===== src/rtl/jt12_acc_seq_pkg.sv =====
// jt12_acc_seq_pkg: shared state encoding, widths and operator-group map for the JT12 accumulator sequencer.
`default_nettype none

package jt12_acc_seq_pkg;

  localparam int CH_W  = 3;
  localparam int ALG_W = 3;

  typedef enum logic [1:0] {
    ST_IDLE = 2'd0,
    ST_SYNC = 2'd1,
    ST_RUN  = 2'd2
  } state_t;

  // Enters vectors are {s4,s3,s2,s1}; chip order walks S1,S3,S2,S4.
  localparam logic [3:0] ENT_GRP0 = 4'b0001;
  localparam logic [3:0] ENT_GRP1 = 4'b0100;
  localparam logic [3:0] ENT_GRP2 = 4'b0010;
  localparam logic [3:0] ENT_GRP3 = 4'b1000;

  function automatic logic [3:0] group_enters(input logic [1:0] grp);
    case (grp)
      2'd0:    group_enters = ENT_GRP0;
      2'd1:    group_enters = ENT_GRP1;
      2'd2:    group_enters = ENT_GRP2;
      default: group_enters = ENT_GRP3;
    endcase
  endfunction

endpackage

`default_nettype wire


===== src/rtl/jt12_acc_seq_cfg.sv =====
// jt12_acc_seq_cfg: per-channel rl/alg shadow file with a single-entry pending write buffer committed at round wraps.
// Optional macro JT12_ACC_SEQ_PCM_EN adds a shadowed pcm_req bit.
`default_nettype none

module jt12_acc_seq_cfg
  import jt12_acc_seq_pkg::*;
#(
  parameter int               NCH     = 6,
  parameter logic [1:0]       RST_RL  = 2'b11,
  parameter logic [ALG_W-1:0] RST_ALG = 3'd0
) (
  input  logic             clk,
  input  logic             rst_n,
  input  logic             clk_en,
  input  logic             commit,
  input  logic             wr_en,
  input  logic [CH_W-1:0]  wr_ch,
  input  logic [1:0]       wr_rl,
  input  logic [ALG_W-1:0] wr_alg,
  input  logic [CH_W-1:0]  rd_ch,
`ifdef JT12_ACC_SEQ_PCM_EN
  input  logic             pcm_req,
  output logic             pcm_cur,
`endif
  output logic             wr_ready,
  output logic [1:0]       rd_rl,
  output logic [ALG_W-1:0] rd_alg
);

  logic [1:0]       shadow_rl  [NCH];
  logic [ALG_W-1:0] shadow_alg [NCH];
  logic             pend_vld;
  logic [CH_W-1:0]  pend_ch;
  logic [1:0]       pend_rl;
  logic [ALG_W-1:0] pend_alg;

  assign wr_ready = !pend_vld;

  always_ff @(posedge clk or negedge rst_n) begin
    if (!rst_n) begin
      pend_vld <= 1'b0;
      pend_ch  <= '0;
      pend_rl  <= RST_RL;
      pend_alg <= RST_ALG;
      for (int i = 0; i < NCH; i++) begin
        shadow_rl[i]  <= RST_RL;
        shadow_alg[i] <= RST_ALG;
      end
    end else if (clk_en) begin
      // Out-of-range channels match no entry, so they drain without touching the file.
      if (commit && pend_vld) begin
        for (int i = 0; i < NCH; i++) begin
          if (pend_ch == CH_W'(i)) begin
            shadow_rl[i]  <= pend_rl;
            shadow_alg[i] <= pend_alg;
          end
        end
      end
      if (wr_en && (!pend_vld || commit)) begin
        pend_vld <= 1'b1;
        pend_ch  <= wr_ch;
        pend_rl  <= wr_rl;
        pend_alg <= wr_alg;
      end else if (commit) begin
        pend_vld <= 1'b0;
      end
    end
  end

`ifdef JT12_ACC_SEQ_PCM_EN
  always_ff @(posedge clk or negedge rst_n) begin
    if (!rst_n)
      pcm_cur <= 1'b0;
    else if (clk_en && commit)
      pcm_cur <= pcm_req;
  end
`endif

  always_comb begin
    rd_rl  = RST_RL;
    rd_alg = RST_ALG;
    for (int i = 0; i < NCH; i++) begin
      if (rd_ch == CH_W'(i)) begin
        rd_rl  = shadow_rl[i];
        rd_alg = shadow_alg[i];
      end
    end
  end

endmodule

`default_nettype wire


===== src/rtl/jt12_acc_seq.sv =====
// jt12_acc_seq: 24-slot operator sequencer and rl/alg shadowing for the JT12 output accumulator.
// Optional macro JT12_ACC_SEQ_PCM_EN adds pcm_req and drives pcm_en.
`default_nettype none

module jt12_acc_seq
  import jt12_acc_seq_pkg::*;
#(
  parameter int               NCH     = 6,
  parameter logic [1:0]       RST_RL  = 2'b11,
  parameter logic [ALG_W-1:0] RST_ALG = 3'd0
) (
  input  logic             clk,
  input  logic             rst_n,
  input  logic             clk_en,
  input  logic             run,
  input  logic             wr_en,
  input  logic [CH_W-1:0]  wr_ch,
  input  logic [1:0]       wr_rl,
  input  logic [ALG_W-1:0] wr_alg,
`ifdef JT12_ACC_SEQ_PCM_EN
  input  logic             pcm_req,
`endif
  output logic             wr_ready,
  output logic             zero,
  output logic             s1_enters,
  output logic             s2_enters,
  output logic             s3_enters,
  output logic             s4_enters,
  output logic             ch6op,
  output logic [1:0]       rl,
  output logic [ALG_W-1:0] alg,
  output logic [CH_W-1:0]  cur_ch,
  output logic             sample_vld,
  output logic             pcm_en
);

  localparam int                NSLOT     = 4 * NCH;
  localparam int                SLOT_W    = $clog2(NSLOT);
  localparam logic [SLOT_W-1:0] LAST_SLOT = SLOT_W'(NSLOT - 1);

  state_t            state, state_nxt;
  logic [SLOT_W-1:0] slot, slot_nxt;
  logic              sample_nxt;
  logic              wrap;
  logic              active_nxt;
  logic [1:0]        grp_nxt;
  logic [CH_W-1:0]   ch_nxt;
  logic [3:0]        enters;
  logic              commit;

  always_comb begin
    state_nxt  = state;
    slot_nxt   = slot;
    sample_nxt = 1'b0;
    wrap       = 1'b0;
    case (state)
      ST_IDLE: if (run) state_nxt = ST_SYNC;
      ST_SYNC, ST_RUN: begin
        if (slot == LAST_SLOT) begin
          // run is only looked at here, so a round is never cut short.
          wrap       = 1'b1;
          slot_nxt   = '0;
          state_nxt  = run ? ST_RUN : ST_IDLE;
          sample_nxt = run;
        end else begin
          slot_nxt = slot + SLOT_W'(1);
        end
      end
      default: state_nxt = ST_IDLE;
    endcase
    grp_nxt    = 2'(slot_nxt / SLOT_W'(NCH));
    ch_nxt     = CH_W'(slot_nxt % SLOT_W'(NCH));
    active_nxt = (state_nxt != ST_IDLE);
  end

  assign commit = clk_en && (wrap || (state == ST_IDLE));

  always_ff @(posedge clk or negedge rst_n) begin
    if (!rst_n) begin
      state      <= ST_IDLE;
      slot       <= '0;
      sample_vld <= 1'b0;
      zero       <= 1'b0;
      enters     <= 4'b0;
      ch6op      <= 1'b0;
      cur_ch     <= '0;
    end else if (clk_en) begin
      state      <= state_nxt;
      slot       <= slot_nxt;
      sample_vld <= sample_nxt;
      zero       <= active_nxt && (slot_nxt == '0);
      enters     <= active_nxt ? group_enters(grp_nxt) : 4'b0;
      ch6op      <= active_nxt && (ch_nxt == CH_W'(NCH - 1));
      cur_ch     <= ch_nxt;
    end
  end

  assign {s4_enters, s3_enters, s2_enters, s1_enters} = enters;

`ifdef JT12_ACC_SEQ_PCM_EN
  logic pcm_cur;
  assign pcm_en = pcm_cur && (state != ST_IDLE);
`else
  assign pcm_en = 1'b0;
`endif

  jt12_acc_seq_cfg #(
    .NCH     (NCH),
    .RST_RL  (RST_RL),
    .RST_ALG (RST_ALG)
  ) u_cfg (
    .clk      (clk),
    .rst_n    (rst_n),
    .clk_en   (clk_en),
    .commit   (commit),
    .wr_en    (wr_en),
    .wr_ch    (wr_ch),
    .wr_rl    (wr_rl),
    .wr_alg   (wr_alg),
    .rd_ch    (cur_ch),
`ifdef JT12_ACC_SEQ_PCM_EN
    .pcm_req  (pcm_req),
    .pcm_cur  (pcm_cur),
`endif
    .wr_ready (wr_ready),
    .rd_rl    (rl),
    .rd_alg   (alg)
  );

endmodule

`default_nettype wire


===== config.mk =====
export PLATFORM = sky130hd
export DESIGN_NAME = jt12_acc_seq
export DESIGN_NICKNAME = d
export VERILOG_FILES = /design/src/rtl/jt12_acc_seq_pkg.sv /design/src/rtl/jt12_acc_seq_cfg.sv /design/src/rtl/jt12_acc_seq.sv
export SDC_FILE = /design/constraint.sdc
export NUM_CORES = 1
export LEC_CHECK = 0
export CORE_AREA = 4 4 101 103
export CTS_CLUSTER_SIZE = 8
export DETAILED_ROUTE_END_ITERATION = 8
export DIE_AREA = 0 0 105 107
export SLEW_MARGIN = 20
export SYNTH_ARGS = -nofsm -noshare
export SYNTH_HDL_FRONTEND = slang
export SYNTH_SLANG_ARGS = --single-unit

===== constraint.sdc =====
create_clock -name clk -period 3.65 [get_ports clk]
set_input_delay 0.365 -clock clk [delete_from_list [all_inputs] [get_ports clk]]
set_output_delay 0.365 -clock clk [all_outputs]
set_load 0.02 [all_outputs]

==> results.cfg <==
[status]
status = complete, no violations

[worst_setup_path]
r2r-end = ch6op
rr_worst_depth = 17
r2r_start = state[0]
path_buf_inv = 2
crit_family = compound AO/OA/AOI/OAI gates
cp_slowest_cell = dfrtp_1
regToRegSetupSlack_ns = 0.21
end_kind = flip-flop
critPathMaxStageDelay_ns = 0.39
cp.required_ns = 3.85
crit_type = flip-flop to flip-flop
path_cells = inv_1, ha_1, and2_1, and3_1, nor2_1, o22ai_1, a22oi_1, ha_2, inv_1, nand2_1, o21ai_1, ha_1, nand2b_1, a2111oi_4, o21a_2, nor4b_1, a221o_1
cp_max_fo = 5
cp-start-kind = flip-flop
arrival_ns = 3.63

[sta]
report.final.slew_viol_count = 0
fin_setup_tns_ns = 0
max_freq_mhz = 291.0
rsz0062_at_grt = false
finalClockSkew_ns = 0.01179
setup_viol = 0
finalHoldViolCount = 0
period_share = 0.9416
finalHoldWorstSlack_ns = 0.06912
max_slew_margin = 0.5544
period_needed_ns = 3.437
tightestPinTransition_ns = 0.6684

[detailed_routing]
remaining_drc_errors = 0
drtAntennaViolNets = 0
first_pass_iters = 4
drtIter0Drc = 75
totalWireLength_mm = 7.055
avgRoutedWirePerCell_um = 16.29
drt-vias-per-instance = 5.328
via_count = 2307

[clock_network]
path_clk_slew_ns = 0.11
cts_buffers = 5
htreeDepth = 2
post_cts_resized = 0
cts_tree = built
cts_root_buffer = clkbuf_8
post-cts-setup-buffers = 0
clock_sinks = 55
clkLatencyLatePin_ns = 0.31
cts_hold_buf = 0
clock_path_buffers = 2

[logic_synthesis]
synth_edf_count = 0
synth_area_um2 = 3192
async_reset_ff_frac = 1.000
synth_ff_type = dfrtp_1
post-synth-top-area-cell = dfrtp_1
synth_cells = 294
synth_cell_types = 59
ys_ff_latch = 55
ys_top_cells_by_area = dfrtp_1 32%, mux2_1 16%, dfstp_2 12%
syn-num-nets = 312
yosys_warnings = 0
synth_top_area_share = 0.3214
synth_seq_area_share = 0.4367
syn_avg_cell_area_um2 = 10.86

[place]
place_congestion = 0.8295
dpl_cell_area_um2 = 3587
dp_hpwl_mm = 5.223
portBuffers = 28

[global_routing]
grt_pass1_vias = 2427
grt-ovfl-total = 0
grt_max_degree = 29
antenna_found_initial = 0
grt_usage = 0.1320
grt_pass1_wl_mm = 12.14

[finish]
final-seq-area_um2 = 1394
nFillCells = 901
layout_common_cells = 45 x mux2_1, 41 x dfrtp_1, 27 x clkdlybuf4s50_1
drive_above_1_share = 0.1491
diodes = 0
post-route-cell-area_um2 = 3690
multi_input_area_um2 = 1677
nets = 339
final_common_cell = mux2_1
area_growth_pct = 15.60

[min_path]
hold_class = input pin to asynchronous set/reset pin

[floorplan]
row_count = 35
core_area_um2 = 9196
start_util = 0.3471
die_w_um = 105
io-pin-count = 30
die_y_um = 107
fp.dieArea_um2 = 11240

[power]
p_seq_frac = 0.340
p_sw_frac = 0.4383
p_per_area_nw_per_um2 = 982.8
ir_worst_vdd_mv = 0.5484
power.leakage_nw = 1.566
pwr-share-comb = 0.560
internal_power_mw = 2.037
p_sw_mw = 1.590
power_frac_clock = 0.100

[flow_run]
drv_cap = 0
## cells in the mapped netlist, types with 3 or more instances
cell type,count
o22ai_1,4
nor2b_1,12
mux2_1,45
buf_4,3
a211oi_1,3
dfrtp_1,41
nor2_1,16
o21ai_1,8
nand3_1,3
nand2b_1,8
buf_2,6
nand4_1,3
dfstp_2,14
and2_1,4
clkbuf_1,6
ha_1,5
and3b_1,5
inv_1,8
nand2_1,22
xnor2_1,4
o221ai_1,4
o211ai_1,3
nor3_1,3
a22oi_1,7
a21oi_1,8
## layout make-up
| cell class | count | area share |
|---|---|---|
| Timing Repair Buffer | 38 | 0.09495 |
| Multi-Input combinational cell | 212 | 0.4544 |
| Inverter | 9 | 0.009156 |
| Clock inverter | 3 | 0.007460 |
| Sequential cell | 55 | 0.3778 |
| Clock buffer | 5 | 0.01865 |
| Tap cell | 111 | 0.03764 |
## power groups by stage
stage	Clock (mW)	Combinational, mW	Sequential (mW)
6_report	0.362	2.03	1.23
5_1_grt	0.404	2.26	1.28
4_1_cts	0.374	2.04	1.24
3_5_place_dp	0	2.03	1.25
3_3_place_gp	0	2.01	1.23
2_1_floorplan	0	1.53	1.14
## cells by family (layout without fill, tap and decap cells)
| group | count (synthesis) | in the layout | synth area share |
|---|---|---|---|
| buffers and inverters | 27 | 55 | 0.03998 |
| AO/OA/AOI/OAI | 59 | 59 | 0.1446 |
| other | 1 | 1 | 0.001175 |
| adder cells (fa/ha/maj) | 5 | 5 | 0.01960 |
| multiplexers | 49 | 49 | 0.1756 |
| flip-flops | 55 | 55 | 0.4367 |
| XOR/XNOR | 4 | 4 | 0.01097 |
| AND/OR/NAND/NOR | 94 | 94 | 0.1713 |
## registers in the layout, summed over array words and instances (netlist names)
| register | flops |
|---|---|
| ch6op | 1 |
| u_cfg.pend_ch | 3 |
| u_cfg.pend_alg | 3 |
| state | 2 |
| slot | 4 |
| cur_ch | 3 |
| u_cfg.shadow_rl | 12 |
| zero | 1 |
| enters | 4 |
| u_cfg.shadow_alg | 18 |
| u_cfg.pend_vld | 1 |
| sample_vld | 1 |
| u_cfg.pend_rl | 2 |
## per-stage QoR
step	setup WS (ns)	std cells	util	power (mW)
floorplan	0.1889	294	-	2.666
global placement	0.2644	425	0.3901	3.242
detailed placement	0.1387	425	0.3901	3.277
CTS	0.1145	433	0.4005	3.653
global route	0.02759	433	0.4012	3.945
finish	0.2132	433	0.4012	3.626
## how the worst max path moves through the flow
stage | endpoint | startpoint | cells past startpoint | slack [ns]
final | ch6op | state[0] | 17 | 0.21
after global routing | ch6op | state[1] | 17 | 0.03
after CTS | ch6op | state[1] | 17 | 0.11
after detailed placement | ch6op | state[1] | 17 | 0.14
after global placement | ch6op | state[1] | 17 | 0.26
after floorplan | ch6op | state[1] | 18 | 0.19
## metal layers
layer | GRT usage | up-vias | wire [um]
li1 | - | 1120 | -
met5 | 0 | - | 0
met3 | 0.02228 | 5 | 208
met2 | 0.2342 | 39 | 3586
met4 | 0.02530 | 0 | 38
met1 | 0.1699 | 1143 | 3221
Note: power is estimated with default switching activity, not from simulation.
